[src/rtl/step_sequencer_pkg.sv]
// Shared definitions for the step sequencer: control-state encodings,
// instruction field positions and the HLT opcode pattern.
package step_sequencer_pkg;

  // Control states of the sequencer
  typedef enum logic [1:0] {
    ST_RUN   = 2'd0,
    ST_HALT  = 2'd1,
    ST_FAULT = 2'd2
  } seq_state_t;

  // Field positions of the major (InsM) and minor (InsL) opcode fields
  localparam int INSM_HI = 15;
  localparam int INSM_LO = 11;
  localparam int INSL_HI = 1;
  localparam int INSL_LO = 0;

  // HLT encoding: InsM=11100, InsL=01
  localparam logic [4:0] HLT_INSM = 5'b11100;
  localparam logic [1:0] HLT_INSL = 2'b01;

  // True when the given major/minor opcode fields encode HLT
  function automatic logic is_hlt(input logic [4:0] ins_m, input logic [1:0] ins_l);
    return (ins_m == HLT_INSM) && (ins_l == HLT_INSL);
  endfunction

endpackage

[src/rtl/step_sequencer_step_counter.sv]
// Small step counter with synchronous clear and increment; holds otherwise.
module step_counter #(
  parameter int W = 3
) (
  input  logic         clk,
  input  logic         rst,
  input  logic         clear,
  input  logic         hold,
  input  logic         inc,
  output logic [W-1:0] cnt
);

  // Reset and clear dominate, hold freezes, increment advances by one
  always_ff @(posedge clk) begin
    if (rst) begin
      cnt <= '0;
    end else if (clear) begin
      cnt <= '0;
    end else if (hold) begin
      cnt <= cnt;
    end else if (inc) begin
      cnt <= cnt + 1'b1;
    end
  end

endmodule

[src/rtl/step_sequencer.sv]
// Per-instruction step sequencer: fetches into IR, steps Cnt until the
// decoder signals the last step, counts retirements, halts on HLT and
// faults when an instruction runs past the last legal step.
module step_sequencer
  import step_sequencer_pkg::*;
#(
  parameter int CNT_W    = 3,
  parameter int MAX_STEP = 7,
  parameter int IR_W     = 16,
  parameter int RET_W    = 16
) (
  input  logic             clk,
  input  logic             Rst,
  input  logic [IR_W-1:0]  Mem_Data,
  input  logic             Mem_Ready,
  input  logic             Buff_PC,
  output logic [CNT_W-1:0] Cnt,
  output logic             Fetch_En,
  output logic             IR_Load,
  output logic [IR_W-1:0]  IR,
  output logic [4:0]       InsM,
  output logic [1:0]       InsL,
  output logic             Halted,
  output logic             Fault,
  output logic [RET_W-1:0] Ret_Cnt
);

  localparam logic [CNT_W-1:0] LAST_STEP  = CNT_W'(MAX_STEP);
  localparam logic [CNT_W-1:0] FIRST_EXEC = CNT_W'(2);

  seq_state_t state;
  seq_state_t next_state;

  logic cnt_clear;
  logic cnt_hold;
  logic cnt_inc;
  logic retire;

  step_counter #(
    .W (CNT_W)
  ) u_step_counter (
    .clk   (clk),
    .rst   (Rst),
    .clear (cnt_clear),
    .hold  (cnt_hold),
    .inc   (cnt_inc),
    .cnt   (Cnt)
  );

  assign InsM = IR[INSM_HI:INSM_LO];
  assign InsL = IR[INSL_HI:INSL_LO];

  // Next-state and step-control decode; RUN conditions are tested in priority order
  always_comb begin
    next_state = state;
    cnt_clear  = 1'b0;
    cnt_hold   = 1'b1;
    cnt_inc    = 1'b0;
    retire     = 1'b0;
    Fetch_En   = 1'b0;
    IR_Load    = 1'b0;
    case (state)
      ST_RUN: begin
        Fetch_En = (Cnt == '0);
        if (Cnt == '0) begin
          if (Mem_Ready) begin
            IR_Load  = 1'b1;
            cnt_hold = 1'b0;
            cnt_inc  = 1'b1;
          end
        end else if ((Cnt >= FIRST_EXEC) && Buff_PC) begin
          cnt_clear = 1'b1;
          retire    = 1'b1;
          if (is_hlt(InsM, InsL)) begin
            next_state = ST_HALT;
          end
        end else if (Cnt == LAST_STEP) begin
          next_state = ST_FAULT;
        end else begin
          cnt_hold = 1'b0;
          cnt_inc  = 1'b1;
        end
      end
      ST_HALT: begin
        cnt_clear = 1'b1;
      end
      ST_FAULT: begin
        cnt_hold = 1'b1;
      end
      default: begin
        next_state = ST_FAULT;
      end
    endcase
  end

  // State register with registered Halted/Fault flags that track the next state
  always_ff @(posedge clk) begin
    if (Rst) begin
      state  <= ST_RUN;
      Halted <= 1'b0;
      Fault  <= 1'b0;
    end else begin
      state  <= next_state;
      Halted <= (next_state == ST_HALT);
      Fault  <= (next_state == ST_FAULT);
    end
  end

  // Instruction register captures the fetched word on a completed fetch
  always_ff @(posedge clk) begin
    if (Rst) begin
      IR <= '0;
    end else if (IR_Load) begin
      IR <= Mem_Data;
    end
  end

  // Retired-instruction counter, wrapping naturally at all-ones
  always_ff @(posedge clk) begin
    if (Rst) begin
      Ret_Cnt <= '0;
    end else if (retire) begin
      Ret_Cnt <= Ret_Cnt + 1'b1;
    end
  end

endmodule

[config.mk]
export PLATFORM = sky130hd
export DESIGN_NAME = step_sequencer
export DESIGN_NICKNAME = d
export VERILOG_FILES = /design/src/rtl/step_sequencer_pkg.sv /design/src/rtl/step_sequencer_step_counter.sv /design/src/rtl/step_sequencer.sv
export SDC_FILE = /design/constraint.sdc
export NUM_CORES = 1
export LEC_CHECK = 0
export ABC_AREA = 1
export CAP_MARGIN = 20
export CORE_MARGIN = 2
export CORE_UTILIZATION = 42
export CTS_BUF_LIST = sky130_fd_sc_hd__clkbuf_8
export DETAILED_ROUTE_END_ITERATION = 16
export GPL_TIMING_DRIVEN = 0
export PLACE_DENSITY = 0.79
export SYNTH_ARGS = -nofsm -noshare
export SYNTH_HDL_FRONTEND = slang
export SYNTH_HIERARCHICAL = 1
export SYNTH_SLANG_ARGS = --single-unit
[constraint.sdc]
create_clock -name clk -period 1.64 [get_ports clk]
set_clock_uncertainty 0.05 [all_clocks]
set_input_delay 0.328 -clock clk [delete_from_list [all_inputs] [get_ports clk]]
set_output_delay 0.328 -clock clk [all_outputs]
set_load 0.02 [all_outputs]
# Word-level counts from Yosys, hierarchy flattened

Index checks and enable logic that the tools add are counted.
W data, S select, Z words.

Equality and inequality tests: 7
$lt $le $gt $ge: 1
$add $sub $neg: 2
Divide/modulo/power cells: 0
Shift operators: 0
Reductions and logical operators: 7
Multipliers: 0
Multiplexer cells: 22
Bitwise logic cells: 1

Operator list:

| kind                    | count |
|---|---|
| $add A16 B1 Y16 const B | 1 |
| $mux W1                 | 16 |
| $mux W2                 | 4 |
| $eq A2 B1 Y1 const B    | 3 |
| $eq A5 B5 Y1 const B    | 1 |
| $eq A2 B2 Y1 const B    | 2 |
| $pmux W2 S2             | 1 |
| $reduce_or A2 Y1        | 2 |
| $add A3 B1 Y3 const B   | 1 |
| $eq A3 B3 Y1 const B    | 1 |
| $ge A3 B2 Y1 const B    | 1 |
| $logic_not A3 Y1        | 1 |
| $logic_and A1 B1 Y1     | 2 |
| $logic_not A2 Y1        | 1 |
| $pmux W1 S2             | 1 |
| $reduce_and A2 Y1       | 1 |
| $not A1 Y1              | 1 |

ROM bits: 0
Latch bits: 0
Memories: 0
Memory bits (writable): 0
Word-level logic and storage cells: 46
Flip-flop bits (word level): 39

# Logic depth before layout (Yosys ltp)

Gate-level depths: netlist (run 1).

Depth after elaboration: 7
Mapped depth: 12
Depth with buffers taken out: 12

# Modules after synthesis

Netlist (run 1), hierarchy kept.

By module, submodules not included:

| module         | area each (sq um) | cells each | seq. area each (sq um) | times used |
|---|---|---|---|---|
| step_sequencer | 1699.1            | 231        | 720.7                  | 1 |
| step_counter   | 156.4             | 23         | 60.1                   | 1 |

# Worst setup path before layout (run 1)

No wires, ideal clock.

Path kind: register to register
Start point: register u_step_counter.cnt[0]
End point: register u_step_counter.cnt[0]
Data required time: 1.477 ns
Library setup time: 0.113 ns
Stages on the path, launching flop included: 12
Data arrival time: 1.672 ns
Path slack: -0.196 ns
Cell sequence: dfxtp_1 > nor2_1 > nand2_1 > nor2_4 > nand2_4 > inv_6 > a31oi_1 > inv_1 > inv_2 > nor2_4 > nor2_1 > nor2_1

Word-level cells in the longest chain between the ends: 7
Elaborated cells on any way between the ends: 19
Those cells by class: 1 x add/sub; 1 x order compare; 1 x eq/ne; 11 x mux; 1 x bitwise; 4 x reduce/logical

Ends and longest elaborated chain:

| what                                           | line                                       | text |
|---|---|---|
| start, declared                                | step_sequencer_step_counter.sv:10          | `output logic [W-1:0] cnt` |
| start signal, assigned                         | step_sequencer_step_counter.sv:20          | `cnt <= cnt;` |
| start signal, assigned                         | step_sequencer_step_counter.sv:22          | `cnt <= cnt + 1'b1;` |
| $ge A3 B2 Y1 or $eq A3 B3 Y1 (tied branches)   | step_sequencer.sv:71, step_sequencer.sv:77 |  |
| $logic_and A1 B1 Y1 or $mux W1 (tied branches) | step_sequencer.sv:71, step_sequencer.sv:77 |  |
| $mux W1                                        | step_sequencer.sv:71                       | `end else if ((Cnt >= FIRST_EXEC) && Buff_PC) begin` |
| $mux W1 (*)                                    | step_sequencer.sv:65                       | `if (Cnt == '0) begin` |
| $mux W1 (*)                                    | step_sequencer.sv:62                       | `case (state)` |
| net cnt_hold                                   | step_sequencer.sv:35                       | `logic cnt_hold;` |
| $not A1 Y1 (no source line) (*)                | n/a                                        |  |
| $reduce_and A2 Y1 (no source line) (*)         | n/a                                        |  |

The timed path passes the listed nets; every way through them passes the cells marked *.
A chain may end at the register's enable or synchronous reset.

# Worst setup path after layout (run 1)

Start point: register u_step_counter.cnt[1]
End point: output port IR_Load

Word-level cells in the longest chain between the ends: 3

Ends and longest elaborated chain:

| what             | line                 | text |
|---|---|---|
| $logic_not A3 Y1 | step_sequencer.sv:65 |  |
| $mux W1          | step_sequencer.sv:65 |  |
| $mux W1          | step_sequencer.sv:62 |  |
| end, declared    | step_sequencer.sv:19 | `output logic IR_Load,` |

Every way passes these cells.

==> flow_metrics.py, run 1 <==
metrics = {
    "power": {
        "ir_drop_v": 0.000761,
        "p_per_area_mw_per_mm2": 1280,
        "power.total_mw": 3.55,
        "leakage_nw": 1.40,
    },
    "place": {
        "preCtsSetupSlack_ns": -0.533,
        "io_buffer_count": 65,
        "hpwl_mm": 3.26,
        "place_congestion": 0.815,
        "dp_cells": 371,
    },
    "logic_synthesis": {
        "yosys.area.top_type": "dfxtp_1",
        "ys_warn_count": 6,
        "netlist_area_mm2": 0.00186,
        "synth_top_area_share_pct": 42.1,
        "synthCells": 254,
        "avgSynthCellArea_um2": 7.31,
        "ys_async_sr_fraction_pct": 0,
        "synth_area_leaders": "dfxtp_1, nor2_1, nand2_1, o21ai_0, inv_1",
        "synth_cell_types": 28,
        "ys.flop_type": "dfxtp_1",
        "synth_seq_cells": 39,
        "synth_edf_count": 0,
        "yosysSeqAreaShare_pct": 42.1,
        "synth_nets": 276,
    },
    "clocking": {
        "numCtsBuffers": 5,
        "cts_tree": "built",
        "cts.clk_slew.worst_paths_ns": 0.07,
        "cts_root_buf": "clkbuf_8",
        "h-tree-depth": 2,
        "clock_path_buffers": 2,
        "cts_sinks": 39,
        "clk_latency_ns": 0.29,
    },
    "timing": {
        "setup_viol": 1,
        "timing.final.crit_share_pct": 103,
        "worst_pin_slew_ns": 0.464,
        "layout_setup_ws_ns": -0.0559,
        "tns_ns": -0.0559,
        "relSlewSlack_pct": 68.9,
        "grt_setup_unrepaired": "yes",
        "slew_viol_final": 0,
        "fin_crit_ns": 1.70,
        "max_freq_mhz": 590,
        "whs_ns": 0.428,
        "hold_viol_final": 0,
    },
    "worst_setup_path": {
        "critPathArrivalTime_ns": 1.32,
        "crit_fanout": 4,
        "crit_required_ns": 1.26,
        "critPathKind": "flip-flop to output port",
        "start_kind": "flip-flop",
        "end_kind": "output port",
        "ff2ff_path_depth": 9,
    },
    "hold_path": {
        "hold_class": "flip-flop to flip-flop",
        "hold_depth": 2,
    },
    "finish": {
        "layoutNonFillerInstCount": 388,
        "synthToLayoutAreaGrowth_pct": 49.8,
        "layout.nets": 357,
        "drive_above_1_share_pct": 16.1,
        "n_antenna_cell": 0,
    },
    "die": {
        "io_pins": 66,
        "dieWidth_um": 70.5,
        "rows": 24,
        "core-area_mm2": 0.00429,
        "dieHeight_um": 70.5,
        "dieArea_mm2": 0.00497,
        "initial_core_util_pct": 43.2,
    },
    "grt": {
        "grt_pass1_vias": 1616,
        "grt_usage_pct": 18.4,
        "grt_max_degree": 13,
        "grt_antenna_before_repair": 0,
        "grt_overflow": 0,
        "grt_pass1_wl_mm": 7.21,
    },
    "flow_run": {
        "drv_cap": 0,
    },
    "detailed_routing": {
        "wire_per_inst_um": 11.9,
        "drc": 0,
        "drtPass1Iterations": 4,
        "antenna_left": 0,
        "dr_total_vias": 1833,
        "first_iter_violations": 83,
        "vias_per_cell": 4.72,
        "totalWireLength_mm": 4.62,
    },
    "run_status": {
        "status": "finished with violations",
        "failed_checks": "setup timing",
    },
}
==> metal layers <==
layer / share of wire [%] / GRT usage [%] / routed length [µm] / up-vias
li1: - / - / - / 962
met1: 43 / 22.9 / 1980 / 809
met2: 49 / 30.7 / 2270 / 53
met3: 5.9 / 4.33 / 273 / 9
met4: 2.2 / 7.05 / 102 / 0
met5: 0 / 0 / 0 / -
==> state kept, by name (all words and copies together) (netlist names) <==
name,count
state,2
Fault,1
u_step_counter/cnt,3
Halted,1
Ret_Cnt,16
IR,16
==> cell families (layout without fill, tap and decap cells) <==
| group | Yosys count | count (layout) | synth area share (%) |
|---|---|---|---|
| AOI/OAI and AO/OA | 33 | 33 | 9.10 |
| buffers and inverters | 43 | 125 | 11.6 |
| adders and majority gates | 2 | 2 | 1.35 |
| xor gates and xnor gates | 2 | 2 | 0.944 |
| DFF | 39 | 39 | 42.1 |
| and+or+nand+nor | 135 | 135 | 34.9 |
==> final timing paths <==
kind | start | slack (ns) | endpoint
setup reg to reg | u_step_counter/cnt[1] | 0.05 | u_step_counter/cnt[1]
hold reg to reg | IR[3] | 0.43 | IR[3]
hold / removal | IR[3] | 0.43 | IR[3]
setup / recovery | u_step_counter/cnt[1] | -0.06 | IR_Load
==> per-stage QoR <==
step	utilization, %	cell area, µm²
after floorplan	-	1870
final	64.7	2780
after global routing	64.7	2780
after global placement	60.1	2580
after detailed placement	60.1	2580
after CTS	62.3	2680
==> cell usage in the layout, fill, tap and decap left out, types with 2 or more instances in the layout <==
cell and instances:
nand3_2 2, buf_4 16, inv_1 24, nand2_1 38
clkbuf_8 7, nor2_8 2, buf_6 2, dlymetal6s2s_1 8
dfxtp_4 3, inv_2 5, a21oi_1 10, ha_1 2
nor3_1 7, dlygate4sd2_1 31, o21ai_0 20, clkdlybuf4s50_1 24
nor2_4 5, nand4_1 5, clkbuf_1 3, dfxtp_1 35
nor2_1 60, xnor2_1 2, nand3_1 9, nand2_4 2
==> critical path, stage by stage, from the launching register on <==
cell and delay (ns):
dfxtp_4 0.36, nor2_4 0.12, nand2_4 0.08, nor2_4 0.14, nand2_4 0.07, clkinv_4 0.06
buf_8 0.09, buf_6 0.10
==> timing repair <==
| action | CTS | global route |
|---|---|---|
| setup buffers | 4 | 5 |
| pin swaps | 3 | 6 |
| endpoints found under the setup margin | 36 | 14 |
| hold buffers | 0 | 0 |
| gates resized for setup | 43 | 23 |
==> Yosys cell counts, drive strengths merged (2+ instances only) <==
cell type,count
a21oi,10
buf,10
clkbuf,3
dfxtp,39
ha,2
inv,30
nand2,40
nand3,12
nand4,5
nor2,68
nor3,7
o21ai,21
xnor2,2
==> final cells by class <==
| class | count | area, µm² |
|---|---|---|
| repair buffers | 74 | 696 |
| clock inverters | 1 | 7.51 |
| plain buffers | 13 | 110 |
| fillers | 389 | 1520 |
| clock buffers | 7 | 96.3 |
| inverters | 30 | 118 |
| flip-flops and latches | 39 | 793 |
| well taps | 52 | 65.1 |
| multi-input cells | 172 | 893 |
==> power by group <==
| group | internal (mW) | total, mW | leakage [nW] | switching [mW] |
|---|---|---|---|---|
| Sequential | 1.09 | 1.21 | 0.321 | 0.120 |
| Clock | 0.382 | 0.720 | 0.0505 | 0.337 |
| Combinational | 0.715 | 1.61 | 1.03 | 0.896 |
Note: power is estimated with default switching activity, not from simulation.
==> run 2, diff against run 1 <==
- CORE_UTILIZATION: 42 -> 46
- PLACE_DENSITY: 0.79 -> 0.82
- TNS_END_PERCENT: default -> 30
- clock period: 1.64 -> 1.9 ns (I/O delays scaled with it)
==> run 2 against run 1 <==
Compared with the run above:
- critical endpoint is now InsM[3]
- register-to-register slack improved by 0.16 ns
- setup slack improved by 0.10 ns
- the flow now finishes without violations
- utilization increased by 4.5 points
- power decreased by 11%
- sequential cell count unchanged
- design area decreased by 1.8%
- die area decreased by 8.2%
- cell count decreased by 2.1%
- clock-buffer cell count decreased by 2
- via count decreased by 1.0%
- combinational power decreased by 20%
==> flow_metrics.py, run 2 (same netlist as run 1, synthesis figures left out) <==
metrics = {
    "run_status": {
        "status": "complete, no violations",
    },
    "worst_setup_path": {
        "cp_slowest_cell": "clkdlybuf4s50_1",
        "crit_family": "buffers and inverters",
        "slowest_delay_ns": 0.59,
        "crit_fanout": 4,
        "crit_required_ns": 1.47,
        "worst-path-buf-inv": 2,
        "critPathArrivalTime_ns": 1.43,
        "critPathKind": "flip-flop to output port",
        "start_kind": "flip-flop",
        "path_cells": "buf_4, clkdlybuf4s50_1",
        "end_kind": "output port",
    },
    "die": {
        "dieWidth_um": 67.5,
        "rows": 23,
        "io_pins": 66,
        "dieHeight_um": 67.5,
        "initial_core_util_pct": 47.1,
        "core-area_mm2": 0.00394,
        "dieArea_mm2": 0.00456,
    },
    "clocking": {
        "cts.clk_slew.worst_paths_ns": 0.08,
        "cts_root_buf": "clkbuf_8",
        "cts_tree": "built",
        "numCtsBuffers": 5,
        "cts_sinks": 39,
        "clock_path_buffers": 2,
        "ctsHoldBuffers": 0,
        "h-tree-depth": 2,
        "clk_latency_ns": 0.29,
    },
    "detailed_routing": {
        "totalWireLength_mm": 4.56,
        "vias_per_cell": 4.77,
        "antenna_left": 0,
        "first_iter_violations": 155,
        "dr_total_vias": 1814,
        "wire_per_inst_um": 12.0,
        "drtPass1Iterations": 6,
        "drc": 0,
    },
    "grt": {
        "grt_pass1_wl_mm": 7.20,
        "grt_overflow": 0,
        "grt_max_degree": 13,
        "grt_antenna_before_repair": 0,
        "grt_usage_pct": 21.0,
        "grt_pass1_vias": 1617,
    },
    "finish": {
        "synthToLayoutAreaGrowth_pct": 47.1,
        "fin_util_pct": 69.2,
        "n_antenna_cell": 0,
        "top_regs": "IR: 16 flops, Ret_Cnt: 16 flops, u_step_counter/cnt: 3 flops",
        "layout.nets": 351,
        "fin_area_mm2": 0.00273,
        "layout_common_cells": "clkdlybuf4s50_1, nor2_1, nand2_1",
        "final_common_cell": "clkdlybuf4s50_1",
        "drive_above_1_share_pct": 12.7,
    },
    "place": {
        "io_buffer_count": 65,
        "hpwl_mm": 3.34,
        "place_congestion": 0.767,
        "dpl_cell_area_mm2": 0.00257,
        "preCtsSetupSlack_ns": -0.383,
    },
    "power": {
        "p_per_area_mw_per_mm2": 1150,
        "leakage_nw": 1.12,
        "ir_drop_v": 0.000836,
    },
    "timing": {
        "hold_viol_final": 0,
        "layout_setup_ws_ns": 0.0438,
        "whs_ns": 0.436,
        "relSlewSlack_pct": 66.4,
        "setup_viol": 0,
        "tns_ns": 0,
        "timing.final.crit_share_pct": 97.7,
        "fin_crit_ns": 1.86,
        "max_freq_mhz": 539,
        "worst_pin_slew_ns": 0.500,
        "slew_viol_final": 0,
    },
    "flow_run": {
        "drv_cap": 0,
    },
    "hold_path": {
        "hold_class": "flip-flop to flip-flop",
    },
}
run 2: path summary, 6_finish.rpt:
path,startpoint,slack (ns),to,depth (start not counted)
setup / recovery,IR[14],0.04,InsM[3],2
hold / removal,IR[4],0.44,IR[4],2
setup reg to reg,u_step_counter/cnt[2],0.21,u_step_counter/cnt[0],12
hold reg to reg,IR[4],0.44,IR[4],2
run 2: timing repair:
item                                    in CTS  in global routing
endpoints found under the setup margin       2                  5
resized for setup                            7                  6
endpoints found under the hold margin        0                  0
pin swaps                                    1                  4
gates cloned                                 0                  0
setup buffers                                0                  4
run 2: metal layers:
metal / vias to the layer above / wire (µm) / global-route usage, %
met2: 42 / 2400 / 37.3
li1: 950 / - / -
met5: - / 0 / 0
met4: 0 / 68 / 6.89
met3: 7 / 177 / 4.83
met1: 815 / 1920 / 24.6
run 2: cell type report:
class / instances / area, µm²
inverter: 30 / 118
tap: 50 / 62.6
fill: 319 / 1210
clock buffer: 5 / 68.8
multi-input combinational: 172 / 871
sequential: 39 / 786
timing repair buffer: 69 / 674
clock inverter: 3 / 63.8
buffer: 12 / 86.3
run 2: worst reg2reg max path, stage by stage (launching register included):
cell and delay [ns]:
dfxtp_1 0.40, inv_1 0.09, nand2_2 0.11, nor2_4 0.06, nand2_4 0.10, inv_6 0.07, a31oi_2 0.28, inv_1 0.15
inv_2 0.09, nor2_4 0.04, nand2_1 0.06, nand2_1 0.04, nor2_1 0.09
run 2: where the power goes:
part / switching, mW / total (mW) / internal (mW) / leakage (nW)
Combinational: 0.706 / 1.28 / 0.572 / 0.734
Sequential: 0.104 / 1.04 / 0.940 / 0.319
Clock: 0.296 / 0.816 / 0.520 / 0.0695
run 2: metrics by stage:
| stage | power, mW | std cells |
|---|---|---|
| global placement | 2.28 | 369 |
| finish | 3.14 | 380 |
| detailed placement | 2.31 | 369 |
| CTS | 3.11 | 377 |
| floorplan | 1.81 | 254 |
| global route | 3.31 | 380 |
==> RTL edit 1, RTL diff (config.mk and constraints of run 1) <==
`RET_W`: 16 -> 32.
--- a/src/rtl/step_sequencer.sv
+++ b/src/rtl/step_sequencer.sv
@@ -7,7 +7,7 @@
   parameter int CNT_W    = 3,
   parameter int MAX_STEP = 7,
   parameter int IR_W     = 16,
-  parameter int RET_W    = 16
+  parameter int RET_W    = 32
 ) (
   input  logic             clk,
   input  logic             Rst,
Ports: changed (resized Ret_Cnt); port bits go from 66 to 82. The function was not compared with the original's and may differ.
==> RTL edit 1 against run 1 <==
  * Die area is 52% higher
  * The flow still finishes with violations (setup timing)
  * Design area is 48% higher
  * Worst setup slack worse by 0.14 ns
  * Worst hold slack better by 0.012 ns
  * Largest power group unchanged
  * Sequential share of layout area is 1.4 points lower
  * Synthesized area is 55% higher
  * Sequential cell count is 16 higher
  * Critical path type unchanged
  * Routed wire length is 67% higher
  * Total power is 17% higher
==> RTL edit 1: results (changes against run 1) <==
stage,metric,value,unit,change
final_layout,final net count,533,,was 357
cts,Post-CTS Setup Inserts,10,,was 4
status,status,"finished, violations left",,unchanged
final_layout,Clock buf/inv share,0.0289,,was 0.0374
yosys,synth cell count leaders,"nor2_1, nand2_1, dfxtp_1, inv_1, nand3_1",,"was nor2_1, dfxtp_1, nand2_1"
yosys,Area contributors post-synth,"dfxtp_1, nor2_1, nand2_1",,unchanged
final_layout,nonclk buf count,110,,was 87
global_routing,gr usage total,0.209,,was 0.184
status,failing checks,setup timing,,unchanged
power_and_ir_drop,switching pwr,1.51,mW,was 1.35 mW
yosys,synth unique cells,33,,was 28
route,met3 routed WL,369,um,was 273 um
place,Area after DPL,3810,um2,was 2580 um2
yosys,Syn Area/Cell,7.03,um2,was 7.31 um2
final_layout,Layout clock buffers,5,,was 7
power_and_ir_drop,logic gate share of total power,0.385,,was 0.455
final_layout,share of cells above drive strength 1,0.182,,was 0.161
final_layout,Seq. cell area,1120,um2,was 793 um2
cts,"Reg clk slew, reported paths",0.11,ns,was 0.07 ns
final_layout,Inverters,59,,was 30
place,GPL Wtd Cong,0.898,,was 0.815
sta,final worst slack,-0.192,ns,was -0.0559 ns
final_layout,biggest regs,"Ret_Cnt: 32 flops, IR: 16 flops, u_step_counter/cnt: 3 flops",,"was IR: 16 flops, Ret_Cnt: 16 flops, u_step_counter/cnt: 3 flops"
yosys,register area share after synthesis,0.383,,was 0.421
place,Placed Cells,570,,was 371
route,WL met2,3910,um,was 2270 um
hold_path,worst hold path startpoint,IR[4],,was IR[3]
route,Routed WL,7730,um,was 4620 um
setup_path,worst reg2reg path depth,13,,was 9
final_layout,Layout fillers,626,,was 389
yosys,Seq cells post-synth,55,,was 39
global_routing,vias in the first global route,2715,,was 1616
sta,Finish-stage setup viols,3,,was 1
final_layout,multi-input combinational area share,0.379,,was 0.321
power_and_ir_drop,Leak Pwr,1.94,nW,was 1.40 nW
global_routing,largest net degree at the start of global routing,20,,was 13
sta,max_slew headroom,0.655,,was 0.689
route,drt initial violations,104,,was 83
route,WL/cell,13.1,um,was 11.9 um
route,wl on met1,3360,um,was 1980 um
power_and_ir_drop,Clk pwr share,0.234,,was 0.203
cts,Worst-Skew Late Latency,0.31,ns,was 0.29 ns
final_layout,NonClk Buf Share,0.240,,was 0.290
power_and_ir_drop,Sw Share,0.364,,was 0.382
sta,hold slack final,0.439,ns,was 0.428 ns
place,Port Buf Inserts,81,,was 65
setup_path,r2r setup slk,-0.04,ns,was 0.05 ns
hold_path,Hold Path Sink,IR[4],,was IR[3]
power_and_ir_drop,maximum vdd drop,0.415,mV,was 0.761 mV
global_routing,met1 Use GR,0.267,,was 0.229
RTL edit 1: changes by cell type after synthesis, moves of 3 or more:
cell	before	now
inv_1	26	55
nand3_1	9	22
nor2_2	1	4
nor2_1	61	81
nand4_1	5	16
nor2_4	4	9
nand2_1	39	77
a21oi_1	10	15
dfxtp_1	39	55
o21ai_0	20	15
o21ai_1	1	10
nand4_2	0	3
RTL edit 1: cells by family after synthesis:
group                    after synthesis  share of synthesized area
adder cells (fa/ha/maj)                2                    0.00870
AO/OA/AOI/OAI                         46                     0.0857
buffers and inverters                 74                      0.119
flip-flops                            55                      0.383
AND/OR/NAND/NOR                      230                      0.397
XOR/XNOR                               2                    0.00609
RTL edit 1: critical path, delay by kind of cell (launching register included):
family / cells / cell delay [ns]
buffers and inverters: 3 / 0.29
flip-flops: 1 / 0.37
AND/OR/NAND/NOR: 4 / 0.47
==> RTL edit 2, RTL diff (settings of run 1) <==
Made on the original files. The output `Fault` loses its register stage (`Fault` becomes a continuous assignment). Comments in the files are not updated.
--- a/src/rtl/step_sequencer.sv
+++ b/src/rtl/step_sequencer.sv
@@ -98,13 +98,13 @@
     if (Rst) begin
       state  <= ST_RUN;
       Halted <= 1'b0;
-      Fault  <= 1'b0;
     end else begin
       state  <= next_state;
       Halted <= (next_state == ST_HALT);
-      Fault  <= (next_state == ST_FAULT);
     end
   end
+
+  assign Fault = (next_state == ST_FAULT);
 
   // Instruction register captures the fetched word on a completed fetch
   always_ff @(posedge clk) begin
Formal check against the unedited RTL: not equivalent (a bounded check fails within 10 cycles, from zero or initial values and one cycle with Rst high).
==> RTL edit 2 against run 1 <==
  * The flow still finishes with violations (setup timing)
  * Sequential cell count shrank 1
  * Routed wire length down 3.1%
  * Total power is 2.7% lower
  * Critical endpoint unchanged
  * Synthesized area down 1.0%
  * Via count grew 0.49%
  * Design area hardly changed
  * Worst hold slack better by 0.0064 ns
  * Worst setup slack better by 0.0081 ns
  * Die area down 0.95%
  * Count of clock-buffer cells in the layout is 1 lower
  * Cell count increased by 1.3%
  * Largest cell class unchanged
==> RTL edit 2: results (changes against run 1) <==
stage,metric,value,unit,change
yosys,Synth Net Count,276,,unchanged
global_routing,largest net degree at the start of global routing,12,,was 13
yosys,Area contributors post-synth,"dfxtp_1, nor2_1, nand2_1",,unchanged
yosys,synth cell count leaders,"nor2_1, nand2_1, dfxtp_1",,"was nor2_1, dfxtp_1, nand2_1"
yosys,Mapped Cells,254,,unchanged
sta,max_slew headroom,0.640,,was 0.689
setup_path,CP max stage cell,dfxtp_2,,was dfxtp_4
place,GPL Wtd Cong,0.777,,was 0.815
route,Vias,1842,,was 1833
place,DP Worst Slack,-0.795,ns,was -0.533 ns
global_routing,vias in the first global route,1695,,was 1616
power_and_ir_drop,maximum vdd drop,0.769,mV,was 0.761 mV
place,DP HPWL,3200,um,was 3260 um
setup_path,Crit path max-delay family,flip-flops,,was simple AND/OR/NAND/NOR gates
status,failing checks,setup timing,,unchanged
power_and_ir_drop,Leak Pwr,1.42,nW,was 1.40 nW
sta,final worst slack,-0.0478,ns,was -0.0559 ns
setup_path,"Max FO, Critical Path",3,,was 4
route,drt initial violations,86,,was 83
hold_path,Hold Path Class,register to register,,unchanged
place,Placed Cells,371,,unchanged
final_layout,biggest regs,"IR: 16 flops, Ret_Cnt: 16 flops, u_step_counter/cnt: 3 flops",,unchanged
final_layout,Layout fillers,399,,was 389
setup_path,Critical Path AT,1.31,ns,
final_layout,share of cells above drive strength 1,0.185,,was 0.161
yosys,Main synth FF type,dfxtp_1,,unchanged
global_routing,GRT overflow,0,,unchanged
yosys,asr flop ratio synth,0,,unchanged
yosys,synth unique cells,29,,was 28
global_routing,gr usage total,0.185,,was 0.184
route,Routed WL,4480,um,was 4620 um
place,Port Buf Inserts,65,,unchanged
final_layout,Finished Layout Cells,393,,was 388
status,status,"finished, violations left",,unchanged
final_layout,n_diodes,0,,unchanged
final_layout,final net count,362,,was 357
global_routing,first-pass GRT wire length,7360,um,was 7210 um
yosys,register area share after synthesis,0.414,,was 0.421
sta,Finish-stage setup viols,2,,was 1
cts,clk root buf,clkbuf_8,,unchanged
cts,Worst-Skew Late Latency,0.29,ns,about the same
global_routing,initial antenna violation count,0,,unchanged
==> RTL edit 2: path summary, 6_finish.rpt <==
| kind | depth (start not counted) | slack, ns | start | to |
|---|---|---|---|---|
| setup / recovery | 7 | -0.05 | state[1] | IR_Load |
| hold / removal | 2 | 0.43 | IR[10] | IR[10] |
| setup reg to reg | 12 | 0.07 | state[1] | u_step_counter/cnt[0] |
| hold reg to reg | 2 | 0.43 | IR[10] | IR[10] |
==> RTL edit 2: layer usage <==
| metal | vias up | part of all wire | track usage |
|---|---|---|---|
| li1 | 962 | - | - |
| met1 | 818 | 0.44 | 0.221 |
| met2 | 55 | 0.48 | 0.312 |
| met3 | 7 | 0.067 | 0.0620 |
| met4 | 0 | 0.014 | 0.0577 |
| met5 | - | 0 | 0 |
==> RTL edit 2: cells by family after synthesis <==
logic type,share of synthesized area
AND/OR/NAND/NOR,0.360
buffers and inverters,0.119
flip-flops,0.414
AO/OA/AOI/OAI,0.0838
XOR/XNOR,0.00954
adder cells (fa/ha/maj),0.0136
==> RTL edit 2: final cells by class <==
type                    instances  share of cell area
plain buffers                  13              0.0388
flip-flops and latches         38               0.278
repair buffers                 79               0.260
clock inverters                 2             0.00315
well taps                      52              0.0234
clock buffers                   6              0.0297
multi-input cells             171               0.322
inverters                      32              0.0451
==> RTL edit 2: timing repair <==
action | 4_1_cts | 5_1_grt
endpoints found under the hold margin | 0 | 0
gates resized for setup | 60 | 14
setup endpoints to repair | 38 | 17
pin swaps | 3 | 2
buffers inserted | 8 | 6
gates cloned | 0 | 0
==> RTL edit 2: where the power goes <==
part	switching [mW]	leakage, nW	internal [mW]
logic	0.884	1.05	0.718
clock network	0.337	0.0524	0.333
registers	0.110	0.313	1.07
total	1.33	1.42	2.12
==> RTL edit 2: stage by stage <==
stage               setup TNS [ns]  area (um2)
floorplan                        0        1850
global placement             -4.56        2560
detailed placement           -4.70        2560
CTS                         -0.208        2710
global route                -0.225        2780
finish                     -0.0855        2780
==> RTL edit 2: worst reg2reg max path, delay by kind of cell, from the launching register on <==
kind / cells / cell delay (ns)
and+or+nand+nor: 6 / 0.36
AOI/OAI and AO/OA: 1 / 0.22
DFF: 1 / 0.40
buffers and inverters: 5 / 0.43
